--- config.mk ---
export PLATFORM = sky130hd
export DESIGN_NAME = seq_divider_flat
export DESIGN_NICKNAME = d
export VERILOG_FILES = /design/src/rtl/bike_pkg.sv /design/src/rtl/seq_divider_if.sv /design/src/rtl/seq_divider.sv /design/src/flat_wrapper.sv
export SDC_FILE = /design/constraint.sdc
export NUM_CORES = 1
export LEC_CHECK = 0
export CAP_MARGIN = 20
export CORE_ASPECT_RATIO = 0.9
export CORE_MARGIN = 2
export CORE_UTILIZATION = 50
export DETAILED_ROUTE_END_ITERATION = 10
export PLACE_DENSITY = 0.85
export SLEW_MARGIN = 40
export SYNTH_ARGS = -nofsm -noshare
export SYNTH_HDL_FRONTEND = slang
export SYNTH_SLANG_ARGS = --single-unit
--- constraint.sdc ---
create_clock -name clk -period 2.36 [get_ports clk]
set_input_delay 0.708 -clock clk [delete_from_list [all_inputs] [get_ports clk]]
set_output_delay 0.708 -clock clk [all_outputs]
set_load 0.03 [all_outputs]
--- src/rtl/bike_pkg.sv ---
// Definitions shared by the bike-computer arithmetic blocks.
// Holds the divider FSM encoding and the default datapath width.
package bike_pkg;

  localparam int DIV_WIDTH = 16;

  typedef enum logic [1:0] {
    IDLE = 2'd0,
    CALC = 2'd1,
    ZERO = 2'd2,
    DONE = 2'd3
  } div_state_e;

endpackage

--- src/rtl/seq_divider_if.sv ---
// Operand/result handshake between a divider client and seq_divider.
// The client (speed block) is the master and the divider is the slave.
interface seq_divider_if #(
  parameter int WIDTH = bike_pkg::DIV_WIDTH
);

  logic             start;
  logic [WIDTH-1:0] dividend;
  logic [WIDTH-1:0] divisor;
  logic [WIDTH-1:0] quotient;
  logic [WIDTH-1:0] remainder;
  logic             busy;
  logic             ready;
  logic             div_by_zero;

  modport master (
    output start, dividend, divisor,
    input  quotient, remainder, busy, ready, div_by_zero
  );

  modport slave (
    input  start, dividend, divisor,
    output quotient, remainder, busy, ready, div_by_zero
  );

endinterface

--- src/rtl/seq_divider.sv ---
// Iterative restoring unsigned divider, one quotient bit per clock.
// Starts on a rising edge of start; results are held while ready is high.
module seq_divider
  import bike_pkg::*;
#(
  parameter int WIDTH = DIV_WIDTH,
  parameter int CNT_W = 5
) (
  input  logic         clk,
  input  logic         rst,
  seq_divider_if.slave bus
);

  div_state_e       state_q, state_d;
  logic             start_q;
  logic [CNT_W-1:0] cnt_q, cnt_d;
  logic [WIDTH-1:0] acc_q, acc_d;   // partial remainder
  logic [WIDTH-1:0] dq_q, dq_d;     // dividend bits out at the top, quotient bits in at the bottom
  logic [WIDTH-1:0] dvs_q, dvs_d;
  logic [WIDTH-1:0] quo_q, quo_d;
  logic [WIDTH-1:0] rem_q, rem_d;
  logic             busy_q, busy_d;
  logic             ready_q, ready_d;
  logic             dbz_q, dbz_d;

  logic             trigger;
  logic [WIDTH:0]   rem_tmp;
  logic             sub_ok;
  logic [WIDTH-1:0] acc_next;
  logic [WIDTH-1:0] dq_next;

  assign trigger = bus.start & ~start_q;

  always_comb begin
    // NOTE: every signal gets a default before the case so no path leaves it unassigned (no latches).
    state_d  = state_q;
    cnt_d    = cnt_q;
    acc_d    = acc_q;
    dq_d     = dq_q;
    dvs_d    = dvs_q;
    quo_d    = quo_q;
    rem_d    = rem_q;
    busy_d   = busy_q;
    ready_d  = ready_q;
    dbz_d    = dbz_q;

    rem_tmp  = {acc_q, dq_q[WIDTH-1]};
    sub_ok   = rem_tmp >= {1'b0, dvs_q};
    // When sub_ok the true difference is below the divisor, so WIDTH bits hold it exactly.
    acc_next = sub_ok ? (rem_tmp[WIDTH-1:0] - dvs_q) : rem_tmp[WIDTH-1:0];
    dq_next  = {dq_q[WIDTH-2:0], sub_ok};

    case (state_q)
      IDLE, DONE: begin
        if (trigger) begin
          dq_d    = bus.dividend;
          dvs_d   = bus.divisor;
          acc_d   = '0;
          cnt_d   = CNT_W'(WIDTH - 1);
          busy_d  = 1'b1;
          ready_d = 1'b0;
          dbz_d   = 1'b0;
          state_d = (bus.divisor == '0) ? ZERO : CALC;
        end
      end
      CALC: begin
        acc_d = acc_next;
        dq_d  = dq_next;
        cnt_d = cnt_q - 1'b1;
        if (cnt_q == '0) begin
          quo_d   = dq_next;
          rem_d   = acc_next;
          busy_d  = 1'b0;
          ready_d = 1'b1;
          state_d = DONE;
        end
      end
      ZERO: begin
        quo_d   = '1;
        rem_d   = dq_q;
        dbz_d   = 1'b1;
        busy_d  = 1'b0;
        ready_d = 1'b1;
        state_d = DONE;
      end
      default: state_d = IDLE;
    endcase
  end

  always_ff @(posedge clk) begin
    // NOTE: sequential state uses non-blocking assignments so all flops update from pre-edge values.
    if (rst) begin
      state_q <= IDLE;
      start_q <= 1'b0;
      cnt_q   <= '0;
      acc_q   <= '0;
      dq_q    <= '0;
      dvs_q   <= '0;
      quo_q   <= '0;
      rem_q   <= '0;
      busy_q  <= 1'b0;
      ready_q <= 1'b0;
      dbz_q   <= 1'b0;
    end else begin
      state_q <= state_d;
      start_q <= bus.start;
      cnt_q   <= cnt_d;
      acc_q   <= acc_d;
      dq_q    <= dq_d;
      dvs_q   <= dvs_d;
      quo_q   <= quo_d;
      rem_q   <= rem_d;
      busy_q  <= busy_d;
      ready_q <= ready_d;
      dbz_q   <= dbz_d;
    end
  end

  assign bus.quotient    = quo_q;
  assign bus.remainder   = rem_q;
  assign bus.busy        = busy_q;
  assign bus.ready       = ready_q;
  assign bus.div_by_zero = dbz_q;

endmodule

--- src/flat_wrapper.sv ---
// flat-port wrapper written by rule: the top's interface ports become plain ports
module seq_divider_flat import bike_pkg::*;
#(
  parameter int WIDTH = DIV_WIDTH,
  parameter int CNT_W = 5
)
  (clk, rst, bus_start, bus_dividend, bus_divisor, bus_quotient, bus_remainder, bus_busy, bus_ready, bus_div_by_zero);
  seq_divider_if #(.WIDTH(WIDTH)) bus_i ();
  input  logic clk;
  input  logic rst;
  input wire logic [$bits(bus_i.start)-1:0] bus_start;
  input wire logic [$bits(bus_i.dividend)-1:0] bus_dividend;
  input wire logic [$bits(bus_i.divisor)-1:0] bus_divisor;
  output wire logic [$bits(bus_i.quotient)-1:0] bus_quotient;
  output wire logic [$bits(bus_i.remainder)-1:0] bus_remainder;
  output wire logic [$bits(bus_i.busy)-1:0] bus_busy;
  output wire logic [$bits(bus_i.ready)-1:0] bus_ready;
  output wire logic [$bits(bus_i.div_by_zero)-1:0] bus_div_by_zero;
  assign bus_i.start = bus_start;
  assign bus_i.dividend = bus_dividend;
  assign bus_i.divisor = bus_divisor;
  assign bus_quotient = bus_i.quotient;
  assign bus_remainder = bus_i.remainder;
  assign bus_busy = bus_i.busy;
  assign bus_ready = bus_i.ready;
  assign bus_div_by_zero = bus_i.div_by_zero;
  seq_divider #(.WIDTH(WIDTH), .CNT_W(CNT_W)) u_core (.clk(clk), .rst(rst), .bus(bus_i));
endmodule
## Word level (Yosys, flattened, before mapping)

Cells that the tools add are included.
Widths: inputs -> output; s select.

- Register bits after elaboration: 91
- Bits of input ports: 35
- Logic and storage cells: 55
- Output and inout port bits: 35

- $lt $le $gt $ge: 1
- $add $sub $neg: 2
- Mux-type cells: 22
- Reductions and logical operators: 12
- Bitwise operators: 2
- Equality and inequality tests: 5

Operators by type and width:

| kind | number |
|---|---|
| $pmux 16 s2 | 4 |
| $mux 16 | 5 |
| $ge 17x16->1 | 1 |
| $logic_not 16->1 | 1 |
| $sub 16x16->16 | 1 |
| $pmux 5 s2 | 1 |
| $reduce_and 2->1 | 5 |
| $mux 2 | 3 |
| $pmux 1 s3 | 2 |
| $pmux 2 s3 | 1 |
| $reduce_bool 2->1 | 3 |
| $logic_not 5->1 | 1 |
| $mux 5 | 1 |
| $sub 5x1->5 const B | 1 |
| $eq 2x2->1 const B | 2 |
| $mux 1 | 4 |
| $ne 2x1->1 const B | 2 |
| $eq 2x1->1 const B | 1 |
| $logic_not 2->1 | 1 |
| $pmux 1 s2 | 1 |
| $reduce_or 2->1 | 1 |
| $and 1x1->1 | 1 |
| $not 1->1 | 1 |

## Logic depth before layout (Yosys ltp)

Gate-level depths: netlist of run 1.

- Depth in word-level cells: 4
- Depth in mapped cells: 10
- Gate-level depth less buffers: 10

## Worst setup path before layout of run 1

Ideal clock, no wire load.

- Path type: flip-flop to flip-flop
- Start point: register u_core.dvs_q[10]
- End point: register u_core.dq_q[0]
- Period minus slack after synthesis: 2.218 ns
- Setup slack: 0.142 ns
- Path buffers: 2
- Cell stages (with the launch flop): 11
- Required time: 2.232 ns
- Data arrival time: 2.091 ns
- Setup time: 0.128 ns
- Cells stage by stage: dfxtp_1 -> inv_1 -> ha_1 -> buf_6 -> a21o_1 -> o21bai_2 -> a31oi_4 -> a31oi_4 -> buf_6 -> a222oi_1 -> nor2_1

- Cells in the longest elaborated chain, start to end: 2

Ends and longest elaborated chain:

| element | RTL line | source |
|---|---|---|
| start: declaration | seq_divider.sv:19 | `logic [WIDTH-1:0] dvs_q, dvs_d;` |
| start signal: assignment | seq_divider.sv:110 | `dvs_q <= dvs_d;` |
| $ge 17x16->1 | seq_divider.sv:48 | `sub_ok = rem_tmp >= {1'b0, dvs_q};` |
| $pmux 16 s2 | seq_divider.sv:53 | `case (state_q)` |
| end signal: assignment | seq_divider.sv:109 | `dq_q <= dq_d;` |
| end: declaration | seq_divider.sv:18 | `logic [WIDTH-1:0] dq_q, dq_d;` |

No other way between the ends.
A chain may end at the register's enable or synchronous reset.

## Worst setup path after layout of run 1

- Start point: register u_core.acc_q[5]
- End point: register u_core.rem_q[9] (netlist: u_core.bus.remainder[9])

- Cells in the longest elaborated chain, start to end: 4
- Elaborated cells between the ends (all ways): 5
- Those cells by class: 1 x add/sub; 1 x order compare; 3 x mux

Ends and longest elaborated chain:

| element | RTL line | source |
|---|---|---|
| start: declaration | seq_divider.sv:17 | `logic [WIDTH-1:0] acc_q, acc_d;` |
| start signal: assignment | seq_divider.sv:96 | `acc_q <= '0;` |
| start signal: assignment | seq_divider.sv:108 | `acc_q <= acc_d;` |
| $sub 16x16->16 / $ge 17x16->1 (equally long branches) | seq_divider.sv:50, seq_divider.sv:48 |  |
| $mux 16 * | seq_divider.sv:50 | `acc_next = sub_ok ? (rem_tmp[WIDTH-1:0] - dvs_q) : rem_tmp[WIDTH-1:0];` |
| $mux 16 * | seq_divider.sv:70 | `if (cnt_q == '0) begin` |
| $pmux 16 s2 * | seq_divider.sv:53 |  |
| end signal: assignment | seq_divider.sv:112 | `rem_q <= rem_d;` |
| end: declaration | seq_divider.sv:21 | `logic [WIDTH-1:0] rem_q, rem_d;` |

Mark *: on every way between the ends. The rest lies on a longest branch, timed or not. The select of a mux whose other input is x is not followed.

==> results.tsv, run 1 <==
stage	metric	value	unit
die	die_w	108	um
sta	tightest_slew	629	ps
die	start_util	0.507	
sta	slew_viol_final	0	
synth	synthCells	599	
detailed_routing	drt_wl_total	14600	um
synth	synth.avg_cell_area	8.11	um^2
global_route	grt_max_degree	37	
synth	yosysUniqueCellTypes	63	
die	coreArea	9570	um^2
global_route	grt_pass1_vias	4774	
sta	finalSetupViolations	0	
die	io_pins	70	
detailed_routing	vias	5161	
placement	gp_congestion	0.963	
worst_setup_path	crit_path_end_kind	flip-flop	
run	maxCapViolCount	0	
synth	yosys_warnings	0	
clock_tree	path_clk_slew	90	ps
detailed_routing	wire_per_inst	17.6	um
synth	async_flop_share	0	
finish	nets	753	
run_status	status	complete, no violations	
finish	layout_common_cells	83 x dfxtp_1, 68 x clkdlybuf4s50_1, 63 x nand2_1	
clock_tree	cts.htree.levels	3	
sta	fmax	0.425	GHz
synth	synth_edf_count	0	
sta	finalHoldViolCount	0	
synth	syn_nets	655	
worst_setup_path	worstPathCellList	ha_4 -> a2111o_1 -> buf_4 -> o21ai_1 -> nand2_1 -> xor2_1 -> o311a_1	
clock_tree	cts_root_buf	clkbuf_8	
worst_setup_path	criticalPathCategory	reg -> reg	
die	dieArea	10500	um^2
worst_setup_path	worst_path_max_delay_cell	dfxtp_1	
worst_setup_path	crit_arrival	2620	ps
sta	skew	12.8	ps
finish	multi_input_area	3010	um^2
worst_setup_path	cp_top_family	compound AO/OA/AOI/OAI gates	
min_path	whs_path_depth	2	
worst_setup_path	cp_max_fo	4	
clock_tree	cts.sinks	91	
synth	synth-seq-cells	91	
finish	syn2layout_area_growth	33.7	%
min_path	hp-class	reg -> reg	
clock_tree	cts_buffers	9	
die	die_h	97.5	um
global_route	grt_overflow_total	0	
placement	portBuffers	69	
sta	period_share	0.998	
synth	yosysSeqAreaShare	0.375	
placement	dp_hpwl	9960	um
finish	layout_commonest_cell	dfxtp_1	
worst_setup_path	reg2reg_depth	7	
worst_setup_path	cp-start-kind	flip-flop	
detailed_routing	first_pass_iters	7	
clock_tree	cts-hold-fix-buffers	0	
finish	drive_above_1_share	0.187	
global_route	antenna_found_initial	0	
clock_tree	cts_tree	done	
die	rows	34	
detailed_routing	routed_via_density	6.23	
clock_tree	clkLatencyLatePin	370	ps
worst_setup_path	slowest_delay	480	ps
synth	synthesis.area	4860	um^2
worst_setup_path	cp_data_required_time	2630	ps
sta	final.setup.tns	0	ps
worst_setup_path	cp_num_buf_inv	1	
sta	maxSlewHeadroom	0.578	
finish	register_area	1830	um^2
synth	synth_flop_cell	dfxtp_1	
finish	fill_cells	714	
detailed_routing	drt_iter0_drc	481	
detailed_routing	drtAntennaViolNets	0	
sta	grt_setup_unrepaired	yes	
global_route	grt_use_total	0.264	
clock_tree	cts_buffer_depth	2	
finish	antenna_cells	0	
global_route	grt_pass1_wl	22500	um
sta	period_needed	2360	ps
worst_setup_path	cp.depth	7	
detailed_routing	drc_errors	0	
logic make-up after synthesis:
| logic type | count (synthesis) | share of synthesized area |
|---|---|---|
| and+or+nand+nor | 228 | 0.224 |
| AOI/OAI and AO/OA | 160 | 0.229 |
| DFF | 91 | 0.375 |
| buffers and inverters | 72 | 0.0629 |
| adders and majority gates | 21 | 0.0556 |
| muxes | 17 | 0.0353 |
| xor gates and xnor gates | 10 | 0.0180 |
final timing paths:
check / slack [ps] / from / endpoint
hold / removal: 460 / u_core.dvs_q[11] / u_core.dvs_q[11]
setup reg to reg: 5 / u_core.acc_q[5] / u_core.bus.remainder[9]
hold reg to reg: 460 / u_core.dvs_q[11] / u_core.dvs_q[11]
setup / recovery: 5 / u_core.acc_q[5] / u_core.bus.remainder[9]
metrics by stage:
stage / hold WS (ps) / setup slack (ps) / util / std cells / area [um^2]
4_1_cts: 461 / 5.71 / 0.645 / 819 / 6180
5_1_grt: 484 / -57.8 / 0.679 / 828 / 6500
3_3_place_gp: 448 / -181 / 0.617 / 801 / 5900
3_5_place_dp: 449 / -197 / 0.617 / 801 / 5900
6_report: 460 / 4.84 / 0.679 / 828 / 6500
2_1_floorplan: 436 / 142 / - / 599 / 4860
tightest hold or removal path, delay by kind of cell (launching register included):
family,cells,cell delay (ps)
flops,1,320
simple gates,1,50
compound gates,1,50
cell type report:
class | count | area share
tap | 126 | 0.0243
timing repair buffer | 129 | 0.179
clock inverter | 5 | 0.0104
clock buffer | 11 | 0.0233
sequential | 91 | 0.282
multi-input combinational | 436 | 0.463
inverter | 30 | 0.0177
synth_stat cells (all sizes together) (7+ instances only):
master | number | area share
nor2b | 8 | 0.010
a21o | 7 | 0.011
nand4 | 8 | 0.012
dfxtp | 91 | 0.38
mux2i | 16 | 0.033
and3 | 10 | 0.013
nor3 | 43 | 0.044
o21ai | 27 | 0.030
ha | 20 | 0.052
a211oi | 13 | 0.021
o31ai | 7 | 0.011
inv | 30 | 0.023
a21oi | 46 | 0.047
a31oi | 7 | 0.015
a222oi | 10 | 0.021
clkbuf | 24 | 0.019
buf | 18 | 0.021
o22ai | 9 | 0.012
nand2 | 64 | 0.049
nor2 | 59 | 0.046
layer usage:
layer | vias to the layer above | wire [um] | GRT usage | share of wire
met1 | 2427 | 5990 | 0.346 | 0.41
li1 | 2375 | - | - | -
met3 | 67 | 1060 | 0.0510 | 0.073
met2 | 292 | 6980 | 0.433 | 0.48
met5 | - | 0 | 0 | 0
met4 | 0 | 561 | 0.0917 | 0.038
state kept, by name, indices dropped and copies added, names as in the netlist, 2 cells and up:
| register | count |
|---|---|
| u_core.cnt_q | 5 |
| u_core.dq_q | 16 |
| u_core.acc_q | 16 |
| u_core.bus.remainder | 16 |
| u_core.state_q | 2 |
| u_core.dvs_q | 16 |
| u_core.bus.quotient | 16 |
what timing repair did:
item | 4_1_cts | 5_1_grt
cloned | 0 | 0
setup buffers | 2 | 9
resized for setup | 12 | 43
pin swaps | 4 | 17
endpoints found under the setup margin | 19 | 27
endpoints found under the hold margin | 0 | 0
Power of run 1 is left out: the tool's default activity adds up to more than one toggle a clock period on the data nets, which glitch-free logic cannot reach.
==> run 2: changes to the inputs <==
--- a/config.mk
+++ b/config.mk
@@ -10,7 +10,7 @@
 export CORE_MARGIN = 2
 export CORE_UTILIZATION = 50
 export DETAILED_ROUTE_END_ITERATION = 10
-export PLACE_DENSITY = 0.85
+export PLACE_DENSITY = 0.82
 export SLEW_MARGIN = 40
 export SYNTH_ARGS = -nofsm -noshare
 export SYNTH_HDL_FRONTEND = slang
==> constraint.sdc (replaced) <==
create_clock -name clk -period 2.29 [get_ports clk]
set_input_delay 0.687 -clock clk [delete_from_list [all_inputs] [get_ports clk]]
set_output_delay 0.687 -clock clk [all_outputs]
set_load 0.03 [all_outputs]
==> run 2 against run 1 <==
Effect of this change:
- the flow now finishes with violations (setup timing)
- cell count rose by 3.0%
- flip-flop and latch count stayed put
- die area did not move
- global-route usage rose by 2.1 points
- first-iteration DRC count shrank 16%
- clock skew rose by 1.9 ps
- worst setup slack worse by 91 ps
- sequential share of layout area shrank 1.2 points
- via count rose by 1.4%
- core utilization is 3.5 points higher
- critical path type unchanged
==> results.tsv, run 2 (same netlist as run 1, synthesis figures left out) <==
stage	metric	value	unit	change
run_status	status	finished with violations		
run_status	failed_checks	setup timing		
finish	multi_input_area	3090	um^2	+2.7%
clock_tree	clkLatencyLatePin	380	ps	about the same
detailed_routing	met2_length	7750	um	+11%
sta	grt_setup_unrepaired	yes		
die	rows	34		unchanged
worst_setup_path	crit_arrival	2640	ps	+20 ps
placement	portBuffers	69		unchanged
sta	maxSlewHeadroom	0.567		-0.0103
clock_tree	cts_tree	done		
sta	skew	14.6	ps	+1.85 ps
finish	syn2layout_area_growth	40.7	%	
detailed_routing	wire_per_inst	18.8	um	+6.8%
clock_tree	path_clk_slew	100	ps	about the same
global_route	grt_overflow_total	0		unchanged
die	die_w	108	um	unchanged
clock_tree	cts-hold-fix-buffers	0		unchanged
sta	final.setup.tns	-751	ps	-751 ps
detailed_routing	drt_wl_total	16100	um	+10%
global_route	antenna_found_initial	0		unchanged
clock_tree	cts_buffers	9		unchanged
global_route	grt_max_degree	31		-16%
detailed_routing	vias	5234		+1.4%
detailed_routing	drc_errors	0		unchanged
die	start_util	0.507		unchanged
finish	register_area	1840	um^2	+0.61%
global_route	grt_use_total	0.285		+0.0208
placement	gp_congestion	0.897		-6.8%
min_path	hp-class	reg -> reg		
finish	layout_commonest_cell	buf_4		
sta	tightest_slew	645	ps	+16.5 ps
worst_setup_path	cp_top_family	compound AO/OA/AOI/OAI gates		
clock_tree	cts_buffer_depth	2		unchanged
detailed_routing	drtAntennaViolNets	0		unchanged
clock_tree	cts_root_buf	clkbuf_8		
finish	antenna_cells	0		unchanged
detailed_routing	first_pass_iters	5		-2
die	dieArea	10500	um^2	unchanged
finish	fill_cells	708		-0.84%
worst_setup_path	worst_path_max_delay_cell	dfxtp_1		
sta	setup_ws	-86.2	ps	-91.0 ps
finish	nets	778		+3.3%
clock_tree	cts.htree.levels	3		unchanged
sta	fmax	0.421	GHz	-0.88%
sta	finalSetupViolations	19		+19
finish	layout_common_cells	78 x buf_4, 76 x dfxtp_1, 68 x clkdlybuf4s50_1		
sta	slew_viol_final	0		unchanged
sta	period_share	1.04		+0.0397
finish	drive_above_1_share	0.234		+0.0472
die	io_pins	70		unchanged
worst_setup_path	worstPathCellList	inv_1 -> ha_4 -> o21a_1 -> o31a_1 -> o21ai_4 -> a31oi_4 -> buf_12 -> buf_8 -> mux2i_4 -> o21ai_1		
worst_setup_path	slowest_delay	350	ps	-130 ps
detailed_routing	drt_iter0_drc	406		-16%
detailed_routing	routed_via_density	6.14		-1.6%
detailed_routing	top_layer	met4		
run	maxCapViolCount	0		unchanged
detailed_routing	wl_met3	1030	um	-3.0%
worst_setup_path	cp-start-kind	flip-flop		
placement	dp_hpwl	10700	um	+7.1%
worst_setup_path	crit_path_end_kind	flip-flop		
global_route	grt_pass1_wl	24100	um	+6.9%
clock_tree	cts.sinks	91		unchanged
die	coreArea	9570	um^2	unchanged
detailed_routing	drt-met1-wl	6650	um	+11%
worst_setup_path	cp_data_required_time	2550	ps	-80 ps
global_route	grt_pass1_vias	5000		+4.7%
worst_setup_path	cp_num_buf_inv	3		+2
worst_setup_path	cp_max_fo	4		unchanged
worst_setup_path	criticalPathCategory	reg -> reg		
die	die_h	97.5	um	unchanged
sta	period_needed	2380	ps	+21.0 ps
finish	fin_util	0.714		+0.0352
sta	finalHoldViolCount	0		unchanged
==> run 2: cell types whose count changed in the layout (fill, tap and decap cells not counted), moves of 3 or more <==
cell / previous run / this run
o22ai_2: 0 / 3
buf_4: 57 / 78
mux2i_4: 2 / 7
dfxtp_2: 8 / 14
mux2i_2: 4 / 0
dfxtp_1: 83 / 76
o22ai_1: 9 / 6
==> run 2: routing by layer <==
metal	vias up	global-route usage
met2	282	0.471
met1	2457	0.374
met5	-	0
met3	76	0.0469
met4	0	0.102
li1	2419	-
==> run 2: final timing paths <==
check | startpoint | to | slack, ps | depth (start not counted)
max | u_core.dvs_q[3] | u_core.acc_q[3] | -90 | 10
min | u_core.dvs_q[8] | u_core.dvs_q[8] | 460 | 2
min reg2reg | u_core.dvs_q[8] | u_core.dvs_q[8] | 460 | 2
max reg2reg | u_core.dvs_q[3] | u_core.acc_q[3] | -90 | 10
==> run 2: area by class of cell <==
type	count	area share
Clock buffer	10	0.0201
Clock inverter	6	0.0137
Inverter	30	0.0172
Multi-Input combinational cell	436	0.452
Sequential cell	91	0.270
Tap cell	126	0.0231
Timing Repair Buffer	154	0.204
==> run 2: through the flow <==
step / area, um^2 / worst slack (ps) / hold WS, ps / cells
3_3_place_gp: 6070 / -242 / 447 / 823
3_5_place_dp: 6070 / -311 / 448 / 823
6_report: 6830 / -86.2 / 461 / 853
5_1_grt: 6830 / -129 / 491 / 853
4_1_cts: 6530 / -8.82 / 460 / 844
2_1_floorplan: 4860 / 71.8 / 436 / 599
==> run 2: repair_timing <==
item,4_1_cts,5_1_grt
pin swaps,11,18
endpoints found under the setup margin,25,32
gates resized for setup,41,48
endpoints found under the hold margin,0,0
setup buffers,5,9
==> run 2: worst register-to-register path, delay by kind of cell (launching register included) <==
kind	cells	cell delay, ps
adders and majority gates	1	290
muxes	1	280
buffers and inverters	3	380
DFF	1	350
AOI/OAI and AO/OA	5	970
Power of run 2 is left out for the same reason.
==> run 3: changes to the inputs <==
--- a/config.mk
+++ b/config.mk
@@ -11,6 +11,7 @@
 export CORE_UTILIZATION = 50
 export DETAILED_ROUTE_END_ITERATION = 10
 export PLACE_DENSITY = 0.82
+export REMOVE_ABC_BUFFERS = 1
 export SLEW_MARGIN = 40
 export SYNTH_ARGS = -nofsm -noshare
 export SYNTH_HDL_FRONTEND = slang
==> run 3 against run 2 <==
Effect of this change:
- the run still ends with setup timing left
- fmax rose by 1.5%
- register-to-register slack better by 30 ps
- clock skew increased by 1.1 ps
- die area unchanged
- via count is essentially flat
- cell count down 0.35%
- first-iteration DRC count grew 3.7%
- global-route usage is 0.84 points higher
- worst hold slack improved by 1.6 ps
- critical path depth down 1
- cell area grew 0.97%
- critical path type unchanged
- critical endpoint is now u_core.bus.remainder[1]
- highest routed layer unchanged
==> results.tsv, run 3 (same netlist as run 1, synthesis figures left out) <==
stage	metric	value	unit	change
run_status	status	finished with violations		
run_status	failed_checks	setup timing		
finish	multi_input_area	3150	um^2	+2.1%
detailed_routing	drt_wl_total	15800	um	-1.4%
sta	fmax	0.427	GHz	+1.5%
detailed_routing	drtAntennaViolNets	0		unchanged
finish	final_cells	850		-0.35%
detailed_routing	wire_per_inst	18.6	um	-1.0%
clock_tree	cts_root_buf	clkbuf_8		
sta	grt_setup_unrepaired	yes		
global_route	grt_pass1_wl	24600	um	+2.0%
finish	nets	775		-0.39%
die	io_pins	70		unchanged
die	dieArea	10500	um^2	unchanged
finish	fin_util	0.721		+0.00693
sta	skew	15.7	ps	+1.08 ps
clock_tree	path_clk_slew	100	ps	about the same
placement	dp_hpwl	10400	um	-2.3%
placement	pre_cts_slack	-132	ps	+179 ps
sta	period_share	1.02		-0.0151
finish	antenna_cells	0		unchanged
finish	layout_commonest_cell	buf_4		
die	rows	34		unchanged
sta	final.setup.tns	-515	ps	+236 ps
detailed_routing	vias	5232		-0.038%
worst_setup_path	cp-start-kind	flip-flop		
sta	slew_viol_final	0		unchanged
finish	drive_above_1_share	0.247		+0.0134
detailed_routing	routed_via_density	6.16		+0.31%
worst_setup_path	crit_arrival	2600	ps	-40 ps
clock_tree	clkLatencyLatePin	390	ps	about the same
detailed_routing	first_pass_iters	7		+2
placement	placedCellCount	819		-0.49%
die	coreArea	9570	um^2	unchanged
detailed_routing	drc_errors	0		unchanged
clock_tree	cts.htree.levels	3		unchanged
worst_setup_path	cp_data_required_time	2550	ps	about the same
global_route	grt_pass1_vias	5019		+0.38%
run	maxCapViolCount	0		unchanged
die	start_util	0.507		unchanged
min_path	hp-class	reg -> reg		
sta	setup_ws	-51.6	ps	+34.6 ps
global_route	grt_max_degree	33		+6.5%
sta	tightest_slew	671	ps	+26.1 ps
worst_setup_path	cp_max_fo	4		unchanged
worst_setup_path	crit_path_end_kind	flip-flop		
finish	fill_cells	694		-2.0%
placement	portBuffers	69		unchanged
die	die_w	108	um	unchanged
finish	layout_common_cells	73 x buf_4, 72 x dfxtp_1, 68 x clkdlybuf4s50_1		
clock_tree	cts-hold-fix-buffers	0		unchanged
placement	gp_congestion	0.961		+7.1%
detailed_routing	drt_iter0_drc	421		+3.7%
sta	period_needed	2340	ps	-34.6 ps
clock_tree	cts_buffers	9		unchanged
clock_tree	cts.sinks	91		unchanged
clock_tree	cts_tree	done		
sta	maxSlewHeadroom	0.549		-0.0183
global_route	antenna_found_initial	0		unchanged
sta	finalHoldViolCount	0		unchanged
clock_tree	cts_buffer_depth	2		unchanged
global_route	grt_use_total	0.293		+0.00837
die	die_h	97.5	um	unchanged
finish	register_area	1850	um^2	+0.41%
worst_setup_path	criticalPathCategory	reg -> reg		
finish	syn2layout_area_growth	42.0	%	
sta	finalSetupViolations	18		-1
global_route	grt_overflow_total	0		unchanged
run 3: critical path, stage by stage (launching register included):
cell     delay [ps]
dfxtp_1         400
ha_4            320
o21a_1          130
o31a_1          290
o21ai_4         120
a31oi_4         310
buf_12          170
buf_12          130
mux2i_4         250
o22ai_1         100
run 3: routing by layer:
metal / share of wire / track usage / vias to the layer above
met5: 0 / 0 / -
met4: 0.030 / 0.0897 / 0
met3: 0.069 / 0.0630 / 53
met2: 0.50 / 0.485 / 248
met1: 0.41 / 0.382 / 2517
li1: - / - / 2414
run 3: cell type report:
type | instances | area share
multi-input combinational | 436 | 0.457
tap | 126 | 0.0229
timing repair buffer | 151 | 0.203
clock inverter | 7 | 0.0132
sequential | 91 | 0.268
inverter | 30 | 0.0170
clock buffer | 9 | 0.0180
run 3: through the flow:
step | hold WS (ps) | cell area (um^2)
global placement | 446 | 6080
finish | 462 | 6900
floorplan | 430 | 4660
global route | 477 | 6900
CTS | 460 | 6670
detailed placement | 450 | 6080
run 3: timing repair:
| item | CTS | global route |
|---|---|---|
| pin swaps | 25 | 25 |
| gates resized for setup | 50 | 46 |
| setup endpoints to repair | 20 | 31 |
| cloned | 1 | 0 |
| setup buffers | 10 | 4 |
run 3: worst paths after layout:
check	from	depth (start not counted)	endpoint	slack, ps
setup / recovery	u_core.acc_q[2]	9	u_core.bus.remainder[1]	-50
hold / removal	u_core.dvs_q[8]	2	u_core.dvs_q[8]	460
setup reg to reg	u_core.acc_q[2]	9	u_core.bus.remainder[1]	-50
hold reg to reg	u_core.dvs_q[8]	2	u_core.dvs_q[8]	460
Power of run 3 is left out for the same reason.
